### src/rtl/trap_ctrl.sv
// Machine-mode trap/mret sequencer: serialises the CSR updates of a trap entry or
// an mret onto a single CSR port, then issues one redirect to the new PC.
module trap_ctrl #(
  parameter int XLEN = 32
) (
  input  logic            clk,
  input  logic            rst,
  input  logic            exc_valid,
  input  logic [XLEN-1:0] exc_pc,
  input  logic [XLEN-1:0] exc_cause,
  input  logic [XLEN-1:0] exc_tval,
  input  logic            irq_ext,
  input  logic            irq_sw,
  input  logic            irq_tmr,
  input  logic            mstatus_mie,
  input  logic            mie_meie,
  input  logic            mie_msie,
  input  logic            mie_mtie,
  input  logic            mret_valid,
  input  logic [XLEN-1:0] next_pc,
  input  logic            ins_csr_req,
  input  logic            ins_csr_we,
  input  logic [11:0]     ins_csr_idx,
  input  logic [XLEN-1:0] ins_csr_wdata,
  output logic            ins_csr_gnt,
  output logic            csr_rd_en,
  output logic            csr_wb_en,
  output logic [11:0]     csr_idx,
  output logic [XLEN-1:0] csr_wdata,
  input  logic [XLEN-1:0] csr_rdata,
  output logic            trap_ack,
  output logic            mret_ack,
  output logic            trap_busy,
  output logic            redirect_valid,
  output logic [XLEN-1:0] redirect_pc
);
  typedef enum logic [3:0] {
    IDLE, W_EPC, W_CAUSE, W_TVAL, R_STATUS, W_STATUS, R_TVEC,
    M_R_STATUS, M_W_STATUS, M_R_EPC, REDIRECT
  } state_t;

  localparam logic [11:0] MSTATUS = 12'h300, MTVEC = 12'h305, MEPC = 12'h341,
                          MCAUSE = 12'h342, MTVAL = 12'h343;

  state_t state, state_nx;
  logic [XLEN-1:0] epc, cause, tval, status, tvec, target;
  logic is_mret;
  logic irq_take, take_exc, take_irq, take_mret;
  logic [XLEN-2:0] irq_code;
  logic [XLEN-1:0] tvec_base, vec_off, trap_tgt, trap_status, mret_status;

  // Interrupt source priority: external > software > timer.
  always_comb begin
    irq_take = mstatus_mie & ((irq_ext & mie_meie) | (irq_sw & mie_msie) | (irq_tmr & mie_mtie));
    if (irq_ext & mie_meie)     irq_code = (XLEN-1)'(11);
    else if (irq_sw & mie_msie) irq_code = (XLEN-1)'(3);
    else                        irq_code = (XLEN-1)'(7);
  end

  assign take_exc  = (state == IDLE) & exc_valid;
  assign take_irq  = (state == IDLE) & ~exc_valid & irq_take;
  assign take_mret = (state == IDLE) & ~exc_valid & ~irq_take & mret_valid;

  // Vectored mode only applies to interrupts; exceptions always go to the base.
  assign tvec_base = {tvec[XLEN-1:2], 2'b00};
  assign vec_off   = {1'b0, cause[XLEN-2:0]} << 2;
  assign trap_tgt  = (tvec[1:0] == 2'b01 && cause[XLEN-1]) ? tvec_base + vec_off : tvec_base;

  always_comb begin
    trap_status        = status;
    trap_status[7]     = status[3];
    trap_status[3]     = 1'b0;
    trap_status[12:11] = 2'b11;
    mret_status        = status;
    mret_status[3]     = status[7];
    mret_status[7]     = 1'b1;
    mret_status[12:11] = 2'b11;
  end

  always_ff @(posedge clk or posedge rst) begin
    if (rst) state <= IDLE;
    else     state <= state_nx;
  end

  always_comb begin
    state_nx = state;
    case (state)
      IDLE:       if (take_exc | take_irq) state_nx = W_EPC;
                  else if (take_mret)      state_nx = M_R_STATUS;
      W_EPC:      state_nx = W_CAUSE;
      W_CAUSE:    state_nx = W_TVAL;
      W_TVAL:     state_nx = R_STATUS;
      R_STATUS:   state_nx = W_STATUS;
      W_STATUS:   state_nx = R_TVEC;
      R_TVEC:     state_nx = REDIRECT;
      M_R_STATUS: state_nx = M_W_STATUS;
      M_W_STATUS: state_nx = M_R_EPC;
      M_R_EPC:    state_nx = REDIRECT;
      default:    state_nx = IDLE;
    endcase
  end

  always_ff @(posedge clk or posedge rst) begin
    if (rst) begin
      epc <= '0; cause <= '0; tval <= '0; status <= '0; tvec <= '0; target <= '0;
      is_mret <= 1'b0;
    end else begin
      if (take_exc) begin
        epc <= exc_pc; cause <= exc_cause; tval <= exc_tval; is_mret <= 1'b0;
      end else if (take_irq) begin
        epc <= next_pc; cause <= {1'b1, irq_code}; tval <= '0; is_mret <= 1'b0;
      end else if (take_mret) begin
        is_mret <= 1'b1;
      end
      if (state == R_STATUS || state == M_R_STATUS) status <= csr_rdata;
      if (state == R_TVEC)  tvec   <= csr_rdata;
      if (state == M_R_EPC) target <= csr_rdata;
    end
  end

  // Reset gates every output so a held request cannot leak an ack or CSR op.
  always_comb begin
    ins_csr_gnt = 1'b0; csr_rd_en = 1'b0; csr_wb_en = 1'b0;
    csr_idx = '0; csr_wdata = '0;
    trap_ack = 1'b0; mret_ack = 1'b0; trap_busy = 1'b0;
    redirect_valid = 1'b0; redirect_pc = '0;
    if (!rst) begin
      trap_busy = (state != IDLE);
      case (state)
        IDLE: begin
          trap_ack = take_exc | take_irq;
          mret_ack = take_mret;
          if (!(take_exc | take_irq | take_mret) && ins_csr_req) begin
            ins_csr_gnt = 1'b1;
            csr_rd_en   = ~ins_csr_we;
            csr_wb_en   = ins_csr_we;
            csr_idx     = ins_csr_idx;
            csr_wdata   = ins_csr_wdata;
          end
        end
        W_EPC:      begin csr_wb_en = 1'b1; csr_idx = MEPC;    csr_wdata = epc;         end
        W_CAUSE:    begin csr_wb_en = 1'b1; csr_idx = MCAUSE;  csr_wdata = cause;       end
        W_TVAL:     begin csr_wb_en = 1'b1; csr_idx = MTVAL;   csr_wdata = tval;        end
        R_STATUS:   begin csr_rd_en = 1'b1; csr_idx = MSTATUS;                          end
        W_STATUS:   begin csr_wb_en = 1'b1; csr_idx = MSTATUS; csr_wdata = trap_status; end
        R_TVEC:     begin csr_rd_en = 1'b1; csr_idx = MTVEC;                            end
        M_R_STATUS: begin csr_rd_en = 1'b1; csr_idx = MSTATUS;                          end
        M_W_STATUS: begin csr_wb_en = 1'b1; csr_idx = MSTATUS; csr_wdata = mret_status; end
        M_R_EPC:    begin csr_rd_en = 1'b1; csr_idx = MEPC;                             end
        REDIRECT: begin
          redirect_valid = 1'b1;
          redirect_pc    = is_mret ? target : trap_tgt;
        end
        default: ;
      endcase
    end
  end
endmodule
### config.mk
export PLATFORM = sky130hd
export DESIGN_NAME = trap_ctrl
export DESIGN_NICKNAME = d
export VERILOG_FILES = /design/src/rtl/trap_ctrl.sv
export SDC_FILE = /design/constraint.sdc
export NUM_CORES = 1
export LEC_CHECK = 0
export ABC_AREA = 1
export BUFFER_PORTS_ARGS = -buffer_cell sky130_fd_sc_hd__buf_4
export CORE_UTILIZATION = 50
export DETAILED_ROUTE_END_ITERATION = 6
export GPL_TIMING_DRIVEN = 0
export MAX_ROUTING_LAYER = met4
export PLACE_DENSITY = 0.85
export SKIP_CTS_REPAIR_TIMING = 1
export SYNTH_ARGS = -nofsm -noshare
export SYNTH_HDL_FRONTEND = slang
export SYNTH_SLANG_ARGS = --single-unit
export TNS_END_PERCENT = 30
### constraint.sdc
create_clock -name clk -period 19.1 [get_ports clk]
set_input_delay 5.73 -clock clk [delete_from_list [all_inputs] [get_ports clk]]
set_output_delay 5.73 -clock clk [all_outputs]
set_load 0.01 [all_outputs]
Yosys cells after proc, flatten, opt, wreduce, memory -nomap -nowiden
Cells that the tools add are included.
{"block": "word_totals", "regBits": 197, "in_bits": 217, "output_inout_bits": 83, "elab_cells": 90}
{"block": "classes", "n_addsub": 1, "n_eq_ne": 12, "mux": 40, "n_bitwise": 16, "n_reduce_logical": 13}
{"operator": "32-bit 2-to-1 mux", "n": 12}
{"operator": "32-bit one-hot mux with 6 select lines", "n": 1}
{"operator": "12-bit one-hot mux with 6 select lines", "n": 1}
{"operator": "4-bit one-hot mux with 9 select lines", "n": 1}
{"operator": "32-bit adder", "n": 1}
{"operator": "31-bit 2-to-1 mux", "n": 1}
{"operator": "12-bit 2-to-1 mux", "n": 2}
{"operator": "1-bit 2-to-1 mux", "n": 17}
{"operator": "4-bit by 3-bit equality test with 1-bit output, second input constant", "n": 4}
{"operator": "4-bit equality test, second input constant", "n": 3}
{"operator": "1-bit AND", "n": 9}
{"operator": "4-bit by 2-bit equality test with 1-bit output, second input constant", "n": 2}
{"operator": "4-bit 2-to-1 mux", "n": 2}
{"operator": "4-bit OR reduction", "n": 2}
{"operator": "5-bit OR reduction", "n": 1}
{"operator": "4-bit by 1-bit equality test with 1-bit output, second input constant", "n": 1}
{"operator": "4-bit logical NOT", "n": 1}
{"operator": "1-bit OR", "n": 4}
{"operator": "1-bit one-hot mux with 2 select lines", "n": 2}
{"operator": "4-bit nonzero test", "n": 1}
{"operator": "2-bit OR reduction", "n": 2}
{"operator": "3-bit 2-to-1 mux", "n": 1}
{"operator": "3-bit by 2-bit != test with 1-bit output, second input constant", "n": 1}
{"operator": "1-bit NOT", "n": 3}
{"operator": "6 further kinds", "n": 7}

Longest topological paths before layout
{"block": "logic_depth", "depth_word": 13, "depth_mapped": 13}

Worst setup path before layout
Ideal clock, no wire load.
{"block": "synth_timing", "path_type": "in2out", "from": "input rst", "to": "output csr_idx[10]", "arrival_time_ns": 11.443, "slack_ns": 1.927, "cell_stages": 4, "n_path_buf": 1, "cell_sequence": "clkbuf_1 -> inv_1 -> nand2_1 -> nor3b_1"}
{"block": "synth_between", "elab_chain_cells": 1}
{"item": "from (decl)", "line": "7", "text": "input logic rst,"}
{"item": "12-bit 2-to-1 mux", "line": "127", "text": "if (!rst) begin"}
{"item": "to (decl)", "line": "28", "text": "output logic [11:0] csr_idx,"}
No other way between the ends.

Final worst setup path
{"block": "layout_timing", "from": "input rst", "to": "output redirect_pc[31]"}
{"block": "layout_between", "elab_chain_cells": 1}
{"item": "32-bit 2-to-1 mux", "line": "127"}
{"item": "to (decl)", "line": "35", "text": "output logic [XLEN-1:0] redirect_pc"}
No other way between the ends.

==> impl_metrics.env <==
export IMPL_period_needed_ns=14.29
export IMPL_syn_inst=1640
export IMPL_final_cells=2284
export IMPL_rows=55
export IMPL_cp_end_kind="output pin"
export IMPL_total_power_mw=2.49
export IMPL_die_w_um=156
export IMPL_max_freq_mhz=70.0
export IMPL_wl_per_cell_um=19.5
export IMPL_r2r_setup_slack_ns=17.00
export IMPL_combPwrFrac_pct=54.8
export IMPL_yosysMostFrequentCell="nand2_1"
export IMPL_ys_top_cells_by_area="dfrtp_1 41%, nand2_1 11%, o21ai_0 8.1%"
export IMPL_cts_sinks=195
export IMPL_maxSlewHeadroom_pct=54.1
export IMPL_ir_worst_vdd_uv=100
export IMPL_num_vias=13366
export IMPL_fin_crit_sh_pct=74.8
export IMPL_rr_startpoint="state[1]$_DFFE_PP0P_"
export IMPL_start_kind="primary input"
export IMPL_p_clk_share_pct=14.4
export IMPL_syn_avg_cell_area_um2=7.21
export IMPL_power_density_nw_per_um2=165
export IMPL_drv_cap=0
export IMPL_whs_path_depth=2
export IMPL_num_fill_cells=1990
export IMPL_tns_ns=0
export IMPL_min_delay_start="target[3]$_DFFE_PP0P_"
export IMPL_dr_pass1_iters=6
export IMPL_placed_area_um2=14500
export IMPL_antenna_found_initial=1
export IMPL_ys_seq_area_share_pct=41.2
export IMPL_worstPathMaxFanout=100
export IMPL_grt_remaining_overflow=0
export IMPL_dp_cells=2252
export IMPL_hpwlAfterDp_um=35800
export IMPL_min_to="target[3]$_DFFE_PP0P_"
export IMPL_finalSetupViolCount=0
export IMPL_ys_flop_type="dfrtp_1"
export IMPL_async_flop_share_pct=100
export IMPL_cts_buffers=17
export IMPL_viasPerCell=5.85
export IMPL_drt_iter0_markers=1597
export IMPL_grt_start_max_net_pins=101
export IMPL_synthToLayoutAreaGrowth_pct=27.5
export IMPL_core_area_um2=22900
export IMPL_ant_nets=0
export IMPL_port_buffers=298
export IMPL_drc=0
export IMPL_clockBufferDepth=2
export IMPL_regArea_um2=4880
export IMPL_p_leak_nw=7.59
export IMPL_whs_ns=0.488
export IMPL_cts_root_buf="clkbuf_16"
export IMPL_yosysWarningCount=0
export IMPL_required_ns=13.37
export IMPL_die_h_um=156
export IMPL_yosysTopAreaCellShare_pct=41.2
export IMPL_wirelength_um=44500
export IMPL_grt_pass1_vias=12747
export IMPL_intPower_mw=1.28
export IMPL_place_congestion=1.02
export IMPL_worst_skew_pair_late_latency_ns=0.44
export IMPL_num_io_pins=300
export IMPL_timing_final_ws_setup_ns=4.81
export IMPL_rsz0062_at_grt="no"
export IMPL_maxSlewViolCount=0
export IMPL_worst_pin_slew_ns=0.688
export IMPL_arrival_ns=8.56
export IMPL_track_usage_pct=37.7
export IMPL_critical_path_class="in -> out"
export IMPL_design_area_um2=15100
export IMPL_syn_area_um2=11800
export IMPL_yosysTopAreaCell="dfrtp_1"
export IMPL_synth_edf_count=0
export IMPL_htreeDepth=4
export IMPL_fin_skew_ns=0.0184
export IMPL_reg2reg_to="tval[5]$_DFFE_PP0P_"
export IMPL_synthTopCellsByCount="352 x nand2_1, 217 x inv_1, 195 x dfrtp_1"
export IMPL_swShare_pct=48.6
export IMPL_initial_core_util_pct=51.6
export IMPL_die_area_um2=24300
export IMPL_cts_tree="done"
export IMPL_hold_violations=0
export IMPL_hold_path_class="reg -> reg"
export IMPL_pre_cts_ws_ns=4.85
export IMPL_cts_clk_slew_worst_paths_ns=0.08
export IMPL_drive_above_1_share_pct=18.9
export IMPL_syn_nets=1887
export IMPL_layout_nets=2205
export IMPL_ff2ff_path_depth=8
export IMPL_synth_cell_types=41
export IMPL_synth_seq_cells=195
export IMPL_pwr_share_seq_pct=30.9
export IMPL_grt_pass1_wl_um=67000
export IMPL_fin_util_pct=65.8
export IMPL_p_sw_mw=1.21
export IMPL_multiInputGateArea_um2=5680
export IMPL_outcome="finished, final reports clean"
==> worst max-delay path by stage <==
stage          cells past startpoint              end  start
2_1_floorplan                      4      csr_idx[10]    rst
3_3_place_gp                       8  redirect_pc[31]    rst
3_5_place_dp                       9  redirect_pc[31]    rst
4_1_cts                            9  redirect_pc[31]    rst
5_1_grt                            9  redirect_pc[31]    rst
6_report                           9  redirect_pc[31]    rst
==> registers in the layout, summed over array words and instances, names as in the netlist <==
name and cells:
cause 32, epc 32, is_mret 1, state 4, status 30, target 32, tval 32, tvec 32
==> power groups by stage <==
stage	combinational, mW	clock, mW	sequential (mW)
after global placement	1.29	0	0.754
after CTS	1.34	0.354	0.756
after detailed placement	1.33	0	0.761
after global routing	1.51	0.371	0.780
final	1.36	0.357	0.768
after floorplan	0.934	0	0.701
==> logic make-up after synthesis <==
logic type,Yosys count,synth area share (%)
compound gates,426,20.0
xor+xnor,10,0.740
fa+ha+maj,30,3.24
buf+inv,323,10.7
flops,195,41.2
simple gates,656,24.1
==> cells in the final DEF (no fill, tap or decap), drive strengths merged, types with 2 or more instances in the layout <==
cell type / n
a21oi: 122
o22ai: 28
clkinv: 8
xor2: 4
nor3b: 8
o21bai: 4
nor3: 8
and2: 4
buf: 333
o221ai: 2
a221oi: 29
nand4: 45
clkbuf: 83
a31oi: 33
dfrtp: 195
nand3b: 2
nand2: 354
o211ai: 4
a32o: 2
nand3: 136
ha: 29
xnor2: 6
a21o: 3
nor2: 97
o21ai: 199
inv: 229
==> cell type report <==
type	count	area share, %
multi-input combinational	1122	37.7
timing repair buffer	299	15.0
clock inverter	14	1.06
buffer	100	2.85
clock buffer	17	2.82
tap	313	2.60
sequential	195	32.4
inverter	223	5.61
antenna	1	0.0166
==> per-layer routing <==
layer	up-vias	part of all wire, %	track usage (%)
met3	151	8.9	4.64
met5	-	0	-
li1	6124	-	-
met4	0	6.1	22.3
met1	6258	38	46.1
met2	833	47	60.1
==> worst max-delay path, cell delays in order <==
cell and delay, ns:
clkbuf_1 0.26, inv_8 0.55, buf_16 0.43, nand2_1 0.26
inv_1 0.15, clkbuf_1 0.33, o21ai_0 0.26, a21oi_1 0.30
buf_4 0.18
No activity file was read; power rests on OpenSTA's default activity.
